### config.mk
export PLATFORM = sky130hd
export DESIGN_NAME = adc_dac_flat
export DESIGN_NICKNAME = d
export VERILOG_FILES = /design/src/rtl/adc_dac_if.sv /design/src/rtl/adc_dac.sv /design/src/flat_wrapper.sv
export SDC_FILE = /design/constraint.sdc
export NUM_CORES = 1
export LEC_CHECK = 0
export ABC_AREA = 0
export BUFFER_PORTS_ARGS = -buffer_cell sky130_fd_sc_hd__buf_2
export CAP_MARGIN = 20
export CORE_ASPECT_RATIO = 0.7
export CORE_MARGIN = 5
export CORE_UTILIZATION = 45
export DETAILED_ROUTE_END_ITERATION = 10
export MAX_ROUTING_LAYER = met4
export PLACE_DENSITY = 0.69
export SYNTH_ARGS = -nofsm -noshare
export SYNTH_HDL_FRONTEND = slang
export SYNTH_SLANG_ARGS = --single-unit
### constraint.sdc
create_clock -name clk -period 2.71 [get_ports clk]
set_clock_uncertainty 0.05 [all_clocks]
set_input_delay 0 -clock clk [delete_from_list [all_inputs] [get_ports clk]]
set_output_delay 0 -clock clk [all_outputs]
set_load 0.1 [all_outputs]
### src/rtl/adc_dac_if.sv
// Codec-side and user-side signal bundle for the adc_dac audio serialiser.
// The slave modport is the adc_dac view; the master modport is the user/codec-model view.
interface adc_dac_if;
    logic [31:0] dac_data_in;
    logic [31:0] adc_data_out;
    logic        m_clk;
    logic        b_clk;
    logic        dac_lr_clk;
    logic        adc_lr_clk;
    logic        dacdat;
    logic        adcdat;
    logic        load_done_tick;

    modport slave (
        input  dac_data_in,
        input  adcdat,
        output adc_data_out,
        output m_clk,
        output b_clk,
        output dac_lr_clk,
        output adc_lr_clk,
        output dacdat,
        output load_done_tick
    );

    modport master (
        output dac_data_in,
        output adcdat,
        input  adc_data_out,
        input  m_clk,
        input  b_clk,
        input  dac_lr_clk,
        input  adc_lr_clk,
        input  dacdat,
        input  load_done_tick
    );
endinterface

### src/rtl/adc_dac.sv
// Stereo audio codec serialiser: derives codec clocks from a 10-bit frame counter,
// shifts DAC samples out MSB first and collects ADC samples into a 32-bit word per frame.
module adc_dac (
    input  logic       clk,
    input  logic       reset,
    adc_dac_if.slave   bus
);
    logic [9:0]  q_reg;
    logic [31:0] dac_sr_reg;
    logic [31:0] adc_sr_reg;
    logic [31:0] adc_out_reg;

    logic frame_end;
    logic bit_end;
    logic bit_mid;

    assign frame_end = (q_reg == 10'd1023);
    assign bit_end   = (q_reg[4:0] == 5'd31);
    // Last clk before b_clk rises: the codec's data is settled mid-bit here.
    assign bit_mid   = (q_reg[4:0] == 5'd15);

    always_ff @(posedge clk) begin
        if (reset) begin
            q_reg <= 10'd0;
        end else begin
            q_reg <= q_reg + 10'd1;
        end
    end

    always_ff @(posedge clk) begin
        if (reset) begin
            dac_sr_reg <= 32'd0;
        end else if (frame_end) begin
            dac_sr_reg <= bus.dac_data_in;
        end else if (bit_end) begin
            dac_sr_reg <= {dac_sr_reg[30:0], 1'b0};
        end
    end

    always_ff @(posedge clk) begin
        if (reset) begin
            adc_sr_reg <= 32'd0;
        end else if (bit_mid) begin
            adc_sr_reg <= {adc_sr_reg[30:0], bus.adcdat};
        end
    end

    always_ff @(posedge clk) begin
        if (reset) begin
            adc_out_reg <= 32'd0;
        end else if (frame_end) begin
            adc_out_reg <= adc_sr_reg;
        end
    end

    assign bus.m_clk          = q_reg[1];
    assign bus.b_clk          = q_reg[4];
    assign bus.dac_lr_clk     = ~q_reg[9];
    assign bus.adc_lr_clk     = ~q_reg[9];
    assign bus.dacdat         = dac_sr_reg[31];
    assign bus.load_done_tick = frame_end;
    assign bus.adc_data_out   = adc_out_reg;
endmodule

### src/flat_wrapper.sv
// flat-port wrapper written by rule: the top's interface ports become plain ports
module adc_dac_flat 
  (clk, reset, bus_dac_data_in, bus_adcdat, bus_adc_data_out, bus_m_clk, bus_b_clk, bus_dac_lr_clk, bus_adc_lr_clk, bus_dacdat, bus_load_done_tick);
  adc_dac_if bus_i ();
  input  logic clk;
  input  logic reset;
  input wire logic [$bits(bus_i.dac_data_in)-1:0] bus_dac_data_in;
  input wire logic [$bits(bus_i.adcdat)-1:0] bus_adcdat;
  output wire logic [$bits(bus_i.adc_data_out)-1:0] bus_adc_data_out;
  output wire logic [$bits(bus_i.m_clk)-1:0] bus_m_clk;
  output wire logic [$bits(bus_i.b_clk)-1:0] bus_b_clk;
  output wire logic [$bits(bus_i.dac_lr_clk)-1:0] bus_dac_lr_clk;
  output wire logic [$bits(bus_i.adc_lr_clk)-1:0] bus_adc_lr_clk;
  output wire logic [$bits(bus_i.dacdat)-1:0] bus_dacdat;
  output wire logic [$bits(bus_i.load_done_tick)-1:0] bus_load_done_tick;
  assign bus_i.dac_data_in = bus_dac_data_in;
  assign bus_i.adcdat = bus_adcdat;
  assign bus_adc_data_out = bus_i.adc_data_out;
  assign bus_m_clk = bus_i.m_clk;
  assign bus_b_clk = bus_i.b_clk;
  assign bus_dac_lr_clk = bus_i.dac_lr_clk;
  assign bus_adc_lr_clk = bus_i.adc_lr_clk;
  assign bus_dacdat = bus_i.dacdat;
  assign bus_load_done_tick = bus_i.load_done_tick;
  adc_dac u_core (.clk(clk), .reset(reset), .bus(bus_i));
endmodule
==> impl_metrics.csv, run 1 <==
group,metric,value,unit
grt,grt_pass1_wl,18.38,mm
place,dp_hpwl,6.677,mm
place,io_buffers,72,
clock_network,cts_tree,"built",
clock_network,clock_path_buffers,2,
power_and_ir_drop,peakVddDrop,0.3506,mV
worst_setup_path,arrival,2.24,ns
synthesis,synth-compound-area-share,22.06,%
final_layout,utilization,57.15,%
power_and_ir_drop,power,0.002988,W
run,cap_viol_max_count,0,
synthesis,yosysWarnings,0,
synthesis,synth_simple_gate_area_share,10.07,%
worst_setup_path,path_cells,"ha_2, clkinv_1, nor3_4, buf_4, buf_12",
timing,setup_violations,0,
synthesis,synth.avg_cell_area,9.847,µm²
timing,fmax,0.4372,GHz
grt,grt_pass1_vias,3823,
clock_network,numCtsBuffers,9,
final_layout,seq_area,2126,µm²
grt,grt_max_degree,68,
routing,wl_per_cell,16.86,µm
synthesis,synth_adder_area_share,0.8251,%
synthesis,synth-xor-area-share,0.3850,%
timing,final-max-slew-violation-count,0,
final_layout,final_common_cell,"dfxtp_1",
routing,drt_first_pass_iters,5,
timing,relSlewSlack,27.40,%
status,outcome,"finished clean",
grt,antenna_found_initial,0,
worst_setup_path,crit_path_start_kind,"flop",
routing,drtIter0Drc,343,
clock_network,clk_pin_slew_worst_paths,0.07,ns
worst_setup_path,crit_path_max_fanout,33,
clock_network,cts_setup_buffers,0,
clock_network,cts_root_buf,"clkbuf_16",
clock_network,worstSkewPairLatency,0.34,ns
grt,grt_overflow,0,
worst_setup_path,slowest_delay,0.39,ns
power_and_ir_drop,power.density,533.7,nW/µm²
final_layout,multiInputGateArea,2175,µm²
clock_network,h-tree-depth,3,
floorplanning,fp.dieW,130.2,µm
floorplanning,die_y,94.13,µm
grt,gr-usage-all-layers,18.88,%
power_and_ir_drop,leakagePower,1.935,nW
synthesis,muxShareOfSynthArea,14.11,%
routing,drc,0,
final_layout,syn_to_final_growth,23.07,%
timing,finalHoldViolCount,0,
worst_setup_path,cp_slowest_cell,"buf_4",
floorplanning,io-pin-count,73,
worst_setup_path,crit_path_end_kind,"output port",
final_layout,final_cell_mix,"dfxtp_1 (105), buf_2 (70), mux2i_1 (63)",
floorplanning,rows,30,
floorplanning,core-area,9797,µm²
routing,drt_wl_total,11.23,mm
clock_network,cts_sinks,106,
routing,via_per_inst,5.776,
timing,tightest_slew,1.088,ns
timing,fin_tns_setup,0,ns
synthesis,netlist_area,4549,µm²
routing,ant_nets,0,
floorplanning,fp.dieArea,12250,µm²
worst_setup_path,cp.required,2.66,ns
hold_path,min-delay-path-class,"in -> reg",
routing,route.vias.total,3847,
floorplanning,initial_utilization,46.44,%
synthesis,synth_top_family_by_area,"compound AO/OA/AOI/OAI gates",
synthesis,yosysUniqueCellTypes,30,
final_layout,drive_gt1_share,26.07,%
synthesis,seq_area_frac_synth,46.64,%
timing,period_share,84.41,%
synthesis,syn_inst,462,
synthesis,ys_ff_latch,106,
final_layout,fillers,835,
worst_setup_path,crit_type,"reg -> out",
place,place_congestion,0.7780,
timing,rsz0062_at_grt,"false",
final_layout,fin_nets,570,
synthesis,synth_nets,500,
timing,fin_crit,2.287,ns
metrics by stage:
step	std cells	worst slack [ns]	hold slack, ns	instance area [µm²]
floorplan	462	0.1441	0.08428	4553
global placement	616	0.5685	0.1731	4967
detailed placement	616	0.4926	0.1798	4967
CTS	665	0.4047	0.08323	5597
global route	665	0.2727	0.1221	5597
finish	666	0.4226	0.09770	5599
Yosys cell counts:
master | number | area, µm²
a21oi_1 | 36 | 180.2
a311oi_1 | 31 | 271.5
a31o_1 | 2 | 17.52
a31o_2 | 30 | 262.8
a31oi_1 | 1 | 6.260
and3_1 | 1 | 6.260
and4_1 | 2 | 17.52
buf_1 | 2 | 7.510
buf_2 | 20 | 100.1
buf_4 | 1 | 7.510
clkbuf_1 | 36 | 135.1
clkinv_1 | 1 | 3.750
dfxtp_1 | 106 | 2122
ha_1 | 3 | 37.54
inv_1 | 4 | 15.01
mux2_2 | 1 | 11.26
mux2i_1 | 63 | 630.6
nand2_1 | 1 | 3.750
nand3_1 | 4 | 20.02
nand4_1 | 35 | 219.0
nor2_1 | 37 | 138.9
nor2b_1 | 2 | 12.51
nor3_2 | 1 | 10.01
o21ai_0 | 2 | 10.01
o31ai_1 | 34 | 255.2
or3_1 | 1 | 6.260
or3b_2 | 1 | 8.760
or4_1 | 2 | 15.01
xnor2_1 | 1 | 8.760
xor2_1 | 1 | 8.760
path summary, 6_finish.rpt:
kind | start | end | slack, ns | depth (start not counted)
max | u_core.q_reg[0]$_SDFF_PP0_ | bus_load_done_tick | 0.42 | 5
min | reset | u_core.q_reg[4]$_SDFF_PP0_ | 0.1 | 2
max reg2reg | u_core.q_reg[0]$_SDFF_PP0_ | u_core.dac_sr_reg[31]$_SDFFE_PP0P_ | 0.47 | 7
min reg2reg | u_core.bus.adc_data_out[27]$_SDFFE_PP0N_ | u_core.bus.adc_data_out[27]$_SDFFE_PP0N_ | 0.42 | 2
kinds of logic (layout without fill, tap and decap cells):
| group | count (synthesis) | in the layout |
|---|---|---|
| AOI/OAI and AO/OA | 136 | 136 |
| DFF | 106 | 106 |
| and+or+nand+nor | 87 | 87 |
| muxes | 64 | 64 |
| buffers and inverters | 64 | 139 |
| adders and majority gates | 3 | 3 |
| xor gates and xnor gates | 2 | 2 |
| other | 0 | 1 |
worst max-delay path, delay by kind of cell (launching register included):
kind	cells	cell delay, ns
simple gates	1	0.29
buf+inv	3	1.00
flops	1	0.38
fa+ha+maj	1	0.21
area by class of cell:
type | count | share of cell area [%]
multi-input cells | 292 | 38.84
flip-flops and latches | 106 | 37.97
repair buffers | 118 | 14.61
clock buffers | 10 | 4.469
well taps | 128 | 2.860
clock inverters | 6 | 0.8715
inverters | 5 | 0.3352
diodes | 1 | 0.04469
timing repair:
action	in CTS	in global routing
gates resized for setup	0	0
hold endpoints to repair	33	0
hold buffers	33	0
where the power goes:
part	switching, W	internal, W
Sequential	0.00000453	0.00156
Combinational	0.0000877	0.0000588
Clock	0.000590	0.000688
layer usage:
| layer | vias to the layer above | wire [µm] | GRT usage, % |
|---|---|---|---|
| li1 | 1905 | - | - |
| met1 | 1856 | 5382 | 25.50 |
| met2 | 80 | 5322 | 28.20 |
| met3 | 6 | 459 | 4.318 |
| met4 | 0 | 66 | 5.709 |
| met5 | - | 0 | - |
Power figures use the tool's default switching activity.
==> run 2: changes to the inputs <==
Clock period 2.71 ns to 2.2 ns, I/O delays scaled along.
==> run 2 against run 1 <==
  * Routed wire length up 1.1%
  * Design area is 0.96% higher
  * Global-route usage is 0.65 points higher
  * Sequential power rose by 24%
  * Combinational power up 27%
  * Core utilization increased by 0.55 points
  * Clock power is 17% higher
  * Worst hold slack improved by 0.00055 ns
  * Flip-flop and latch count stayed put
  * Final cell count increased by 0.15%
  * Critical path type unchanged
  * Critical endpoint unchanged
  * Largest cell class unchanged
==> impl_metrics.csv, run 2 (synthesized netlist as in run 1, its figures left out) <==
group,metric,value,unit
status,outcome,"finished clean",
routing,ant_nets,0,
final_layout,final_common_cell,"dfxtp_1",
final_layout,syn_to_final_growth,24.26,%
grt,gr-usage-met2,29.56,%
routing,drc,0,
grt,grt_pass1_wl,18.96,mm
worst_setup_path,crit_path_start_kind,"flop",
final_layout,num_antenna_cells,0,
clock_network,numCtsBuffers,9,
power_and_ir_drop,leakagePower,1.942,nW
routing,drt_first_pass_iters,7,
place,io_buffers,72,
grt,grt_pass1_vias,3810,
grt,grtUsageMet1,26.21,%
floorplanning,fp.dieArea,12250,µm²
timing,fin_crit,2.022,ns
timing,fin_ws,0.1777,ns
grt,grt_overflow,0,
timing,fmax,0.4945,GHz
final_layout,design_area,5653,µm²
clock_network,worstSkewPairLatency,0.34,ns
grt,grt_max_degree,59,
floorplanning,die_y,94.13,µm
timing,hold-worst-slack,0.09825,ns
timing,setup_violations,0,
routing,drt_wl_total,11.35,mm
clock_network,h-tree-depth,3,
worst_setup_path,crit_path_end_kind,"output port",
worst_setup_path,crit_path_max_fanout,33,
routing,wl_per_cell,17.02,µm
floorplanning,core-area,9797,µm²
place,place_congestion,0.7428,
timing,period_share,91.92,%
final_layout,final_cell_mix,"dfxtp_1 (104), buf_2 (70), mux2i_1 (63)",
grt,gr-usage-all-layers,19.53,%
place,placed_area,5031,µm²
routing,via_per_inst,5.937,
final_layout,drive_gt1_share,26.72,%
clock_network,cts_sinks,106,
worst_setup_path,arrival,1.97,ns
floorplanning,fp.dieW,130.2,µm
place,dp_hpwl,6.810,mm
routing,drtIter0Drc,368,
floorplanning,rows,30,
floorplanning,initial_utilization,46.44,%
place,dp_slack,0.2897,ns
power_and_ir_drop,power.density,640.1,nW/µm²
grt,antenna_found_initial,0,
routing,route.vias.total,3960,
grt,met3_usage,4.205,%
final_layout,fin_nets,573,
clock_network,cts_root_buf,"clkbuf_16",
final_layout,utilization,57.70,%
timing,fin_tns_setup,0,ns
clock_network,cts_setup_buffers,0,
timing,finalHoldViolCount,0,
timing,final-max-slew-violation-count,0,
timing,tightest_slew,1.052,ns
timing,relSlewSlack,29.77,%
clock_network,clock_path_buffers,2,
timing,rsz0062_at_grt,"false",
power_and_ir_drop,peakVddDrop,0.4071,mV
grt,grt.busiest_layer,"met2",
floorplanning,io-pin-count,73,
clock_network,cts_tree,"built",
run,cap_viol_max_count,0,
clock_network,clk_pin_slew_worst_paths,0.07,ns
worst_setup_path,crit_type,"reg -> out",
hold_path,min-delay-path-class,"in -> reg",
worst_setup_path,cp.required,2.15,ns
==> run 2: repair_timing <==
action / CTS / global route
hold buffers: 33 / 0
endpoints found under the hold margin: 33 / 0
cloned: 0 / 0
gates resized for setup: 1 / 3
pin swaps: 0 / 0
setup endpoints to repair: 1 / 1
==> run 2: final timing paths <==
kind,endpoint,startpoint,depth (start not counted),slack (ns)
worst min-delay path,u_core.adc_sr_reg[22]$_SDFFE_PP0N_,reset,2,0.1
worst max-delay path,bus_load_done_tick,u_core.q_reg[0]$_SDFF_PP0_,6,0.18
worst min register to register,u_core.bus.adc_data_out[28]$_SDFFE_PP0N_,u_core.bus.adc_data_out[28]$_SDFFE_PP0N_,2,0.42
worst max register to register,u_core.dac_sr_reg[0]$_SDFFE_PP0P_,u_core.q_reg[0]$_SDFF_PP0_,7,0.26
==> run 2: area by class of cell <==
class                      count  area [µm²]
timing repair buffer         121       882.1
inverter                       5       18.77
fill                         847        4144
tap                          128       160.2
clock buffer                   9       225.2
multi-input combinational    292        2190
sequential                   106        2127
clock inverter                 6       50.05
==> run 2: metrics by stage <==
stage	total power [W]	cells
global route	0.003740	667
detailed placement	0.002111	619
global placement	0.002109	619
floorplan	0.002057	462
finish	0.003619	667
CTS	0.003653	667
==> run 2: where the power goes <==
| group | internal, W | total (W) | switching (W) |
|---|---|---|---|
| logic | 0.0000775 | 0.000187 | 0.000110 |
| registers | 0.00192 | 0.00193 | 0.00000695 |
| clock network | 0.000778 | 0.00150 | 0.000725 |
| total | 0.00278 | 0.00362 | 0.000842 |
==> run 2: critical path, stage by stage (launching register included) <==
cell and delay, ns:
dfxtp_1 0.42, ha_4 0.17, buf_6 0.19, clkinv_1 0.17
nor3_4 0.25, buf_12 0.23, buf_12 0.20
==> run 2: routing by layer <==
| metal | wire length, µm | up-vias |
|---|---|---|
| li1 | - | 1912 |
| met1 | 5352 | 1925 |
| met2 | 5403 | 108 |
| met3 | 480 | 15 |
| met4 | 118 | 0 |
| met5 | 0 | - |
==> run 3: changes to the inputs <==
--- a/config.mk
+++ b/config.mk
@@ -9,10 +9,11 @@
 export BUFFER_PORTS_ARGS = -buffer_cell sky130_fd_sc_hd__buf_2
 export CAP_MARGIN = 20
+export CELL_PAD_IN_SITES_DETAIL_PLACEMENT = 1
+export CELL_PAD_IN_SITES_GLOBAL_PLACEMENT = 2
 export CORE_ASPECT_RATIO = 0.7
 export CORE_MARGIN = 5
-export CORE_UTILIZATION = 45
+export CORE_UTILIZATION = 35
 export DETAILED_ROUTE_END_ITERATION = 10
-export MAX_ROUTING_LAYER = met4
-export PLACE_DENSITY = 0.69
+export PLACE_DENSITY = 0.82
 export SYNTH_ARGS = -nofsm -noshare
 export SYNTH_HDL_FRONTEND = slang
==> constraint.sdc (replaced) <==
create_clock -name clk -period 2.2 [get_ports clk]
set_clock_uncertainty 0.05 [all_clocks]
set_input_delay 0.22 -clock clk [delete_from_list [all_inputs] [get_ports clk]]
set_output_delay 0.22 -clock clk [all_outputs]
set_load 0.1 [all_outputs]
==> run 3 against run 2 <==
  * Die area rose by 26%
  * Sequential power about the same
  * Register-to-register slack got worse by 0.11 ns
  * Routed wire length increased by 10%
  * Global-route usage down 3.4 points
  * Critical path type is now reg -> reg
  * Largest cell class unchanged
==> impl_metrics.csv, run 3 (synthesized netlist as in run 1, its figures left out) <==
group,metric,value,unit
status,outcome,"finished clean",
timing,fin_crit,2.051,ns
clock_network,cts_sinks,106,
timing,fin_ws,0.1485,ns
clock_network,ctsResizeCount,0,
routing,wl_per_cell,18.64,µm
power_and_ir_drop,peakVddDrop,0.3528,mV
timing,fmax,0.4875,GHz
clock_network,cts_tree,"built",
timing,hold-worst-slack,0.04414,ns
timing,relSlewSlack,29.41,%
place,dp_hpwl,7.580,mm
routing,drc,0,
power_and_ir_drop,power.density,676.8,nW/µm²
grt,gr-usage-all-layers,16.15,%
power_and_ir_drop,leakagePower,1.816,nW
place,place_congestion,0.7021,
run,cap_viol_max_count,0,
final_layout,syn_to_final_growth,18.15,%
routing,wl_met3,369,µm
grt,antenna_found_initial,1,
place,dp_slack,0.1490,ns
clock_network,h-tree-depth,3,
grt,grt_max_degree,88,
timing,period_share,93.25,%
final_layout,final_cell_mix,"dfxtp_1 (104), buf_2 (70), mux2i_1 (63)",
place,io_buffers,72,
routing,ant_nets,0,
timing,tightest_slew,1.058,ns
timing,final-max-slew-violation-count,0,
routing,drt_wl_total,12.49,mm
floorplanning,core-area,12590,µm²
routing,m1WireLength,6.491,mm
routing,route.vias.total,3774,
clock_network,clock_path_buffers,2,
hold_path,min-delay-path-class,"in -> reg",
grt,grt_pass1_vias,3934,
clock_network,ctsHoldBuffers,0,
worst_setup_path,crit_path_end_kind,"flop",
floorplanning,die_y,105.4,µm
timing,rsz0062_at_grt,"false",
clock_network,cts_setup_buffers,0,
worst_setup_path,cp.required,2.40,ns
worst_setup_path,crit_type,"reg -> reg",
worst_setup_path,crit_path_max_fanout,8,
final_layout,fin_nets,540,
grt,grt_pass1_wl,20.90,mm
final_layout,final_common_cell,"dfxtp_1",
routing,wl_met2,5.523,mm
routing,via_per_inst,5.633,
clock_network,clk_pin_slew_worst_paths,0.07,ns
floorplanning,fp.dieArea,15410,µm²
timing,setup_violations,0,
floorplanning,fp.dieW,146.3,µm
grt,grt_overflow,0,
clock_network,worstSkewPairLatency,0.35,ns
final_layout,utilization,42.69,%
timing,finalHoldViolCount,0,
routing,dr.max_layer_used,"met4",
floorplanning,rows,34,
clock_network,numCtsBuffers,9,
routing,drt_first_pass_iters,4,
floorplanning,io-pin-count,73,
final_layout,fillers,1427,
worst_setup_path,arrival,2.25,ns
final_layout,multiInputGateArea,2190,µm²
final_layout,seq_area,2127,µm²
routing,drtIter0Drc,224,
power_and_ir_drop,power,0.003638,W
final_layout,drive_gt1_share,28.60,%
worst_setup_path,crit_path_start_kind,"flop",
floorplanning,initial_utilization,36.13,%
clock_network,cts_root_buf,"clkbuf_16",
run 3: cell types whose count changed in the layout (fill, tap and decap cells not counted), sizes merged:
cell | before | now
dlygate4sd3 | 33 | 0
clkinvlp | 1 | 0
diode | 0 | 1
clkinv | 3 | 5
run 3: final timing paths:
path | startpoint | end | slack (ns) | depth (start not counted)
worst min register to register | u_core.bus.adc_data_out[26]$_SDFFE_PP0N_ | u_core.bus.adc_data_out[26]$_SDFFE_PP0N_ | 0.42 | 2
worst min-delay path | bus_dac_data_in[11] | u_core.dac_sr_reg[11]$_SDFFE_PP0P_ | 0.04 | 2
worst max register to register | u_core.q_reg[0]$_SDFF_PP0_ | u_core.dac_sr_reg[1]$_SDFFE_PP0P_ | 0.15 | 7
worst max-delay path | u_core.q_reg[0]$_SDFF_PP0_ | u_core.dac_sr_reg[1]$_SDFFE_PP0P_ | 0.15 | 7
run 3: through the flow:
| stage | cells | area [µm²] | setup TNS [ns] |
|---|---|---|---|
| 4_1_cts | 669 | 5373 | 0 |
| 5_1_grt | 670 | 5375 | 0 |
| 6_report | 670 | 5375 | 0 |
| 3_5_place_dp | 653 | 5086 | 0 |
| 3_3_place_gp | 653 | 5086 | 0 |
| 2_1_floorplan | 462 | 4624 | -0.01623 |
run 3: cell type report:
cell class / count / share of cell area (%)
Sequential cell: 106 / 39.57
Multi-Input combinational cell: 292 / 40.74
Inverter: 5 / 0.3492
Timing Repair Buffer: 88 / 10.20
Tap cell: 162 / 3.771
Antenna cell: 1 / 0.04655
Clock buffer: 9 / 4.190
Clock inverter: 7 / 1.141
run 3: layer usage:
layer | vias up | GRT usage (%)
li1 | 1846 | -
met3 | 11 | 4.247
met1 | 1868 | 22.92
met4 | 0 | 3.557
met5 | - | 0
met2 | 49 | 24.73
run 3: critical path, stage by stage, from the launching register on:
cell and delay [ns]:
dfxtp_1 0.42, ha_4 0.17, and3_4 0.19, ha_2 0.34
buf_4 0.21, mux2i_1 0.22, a311oi_1 0.08, a31o_2 0.26
run 3: power breakdown:
part           switching, W  internal, W  total (W)  leakage, nW
clock network      0.000776     0.000789    0.00156        0.141
registers        0.00000717      0.00192    0.00193        0.855
logic              0.000106    0.0000385   0.000145        0.820
total              0.000889      0.00275    0.00364         1.82
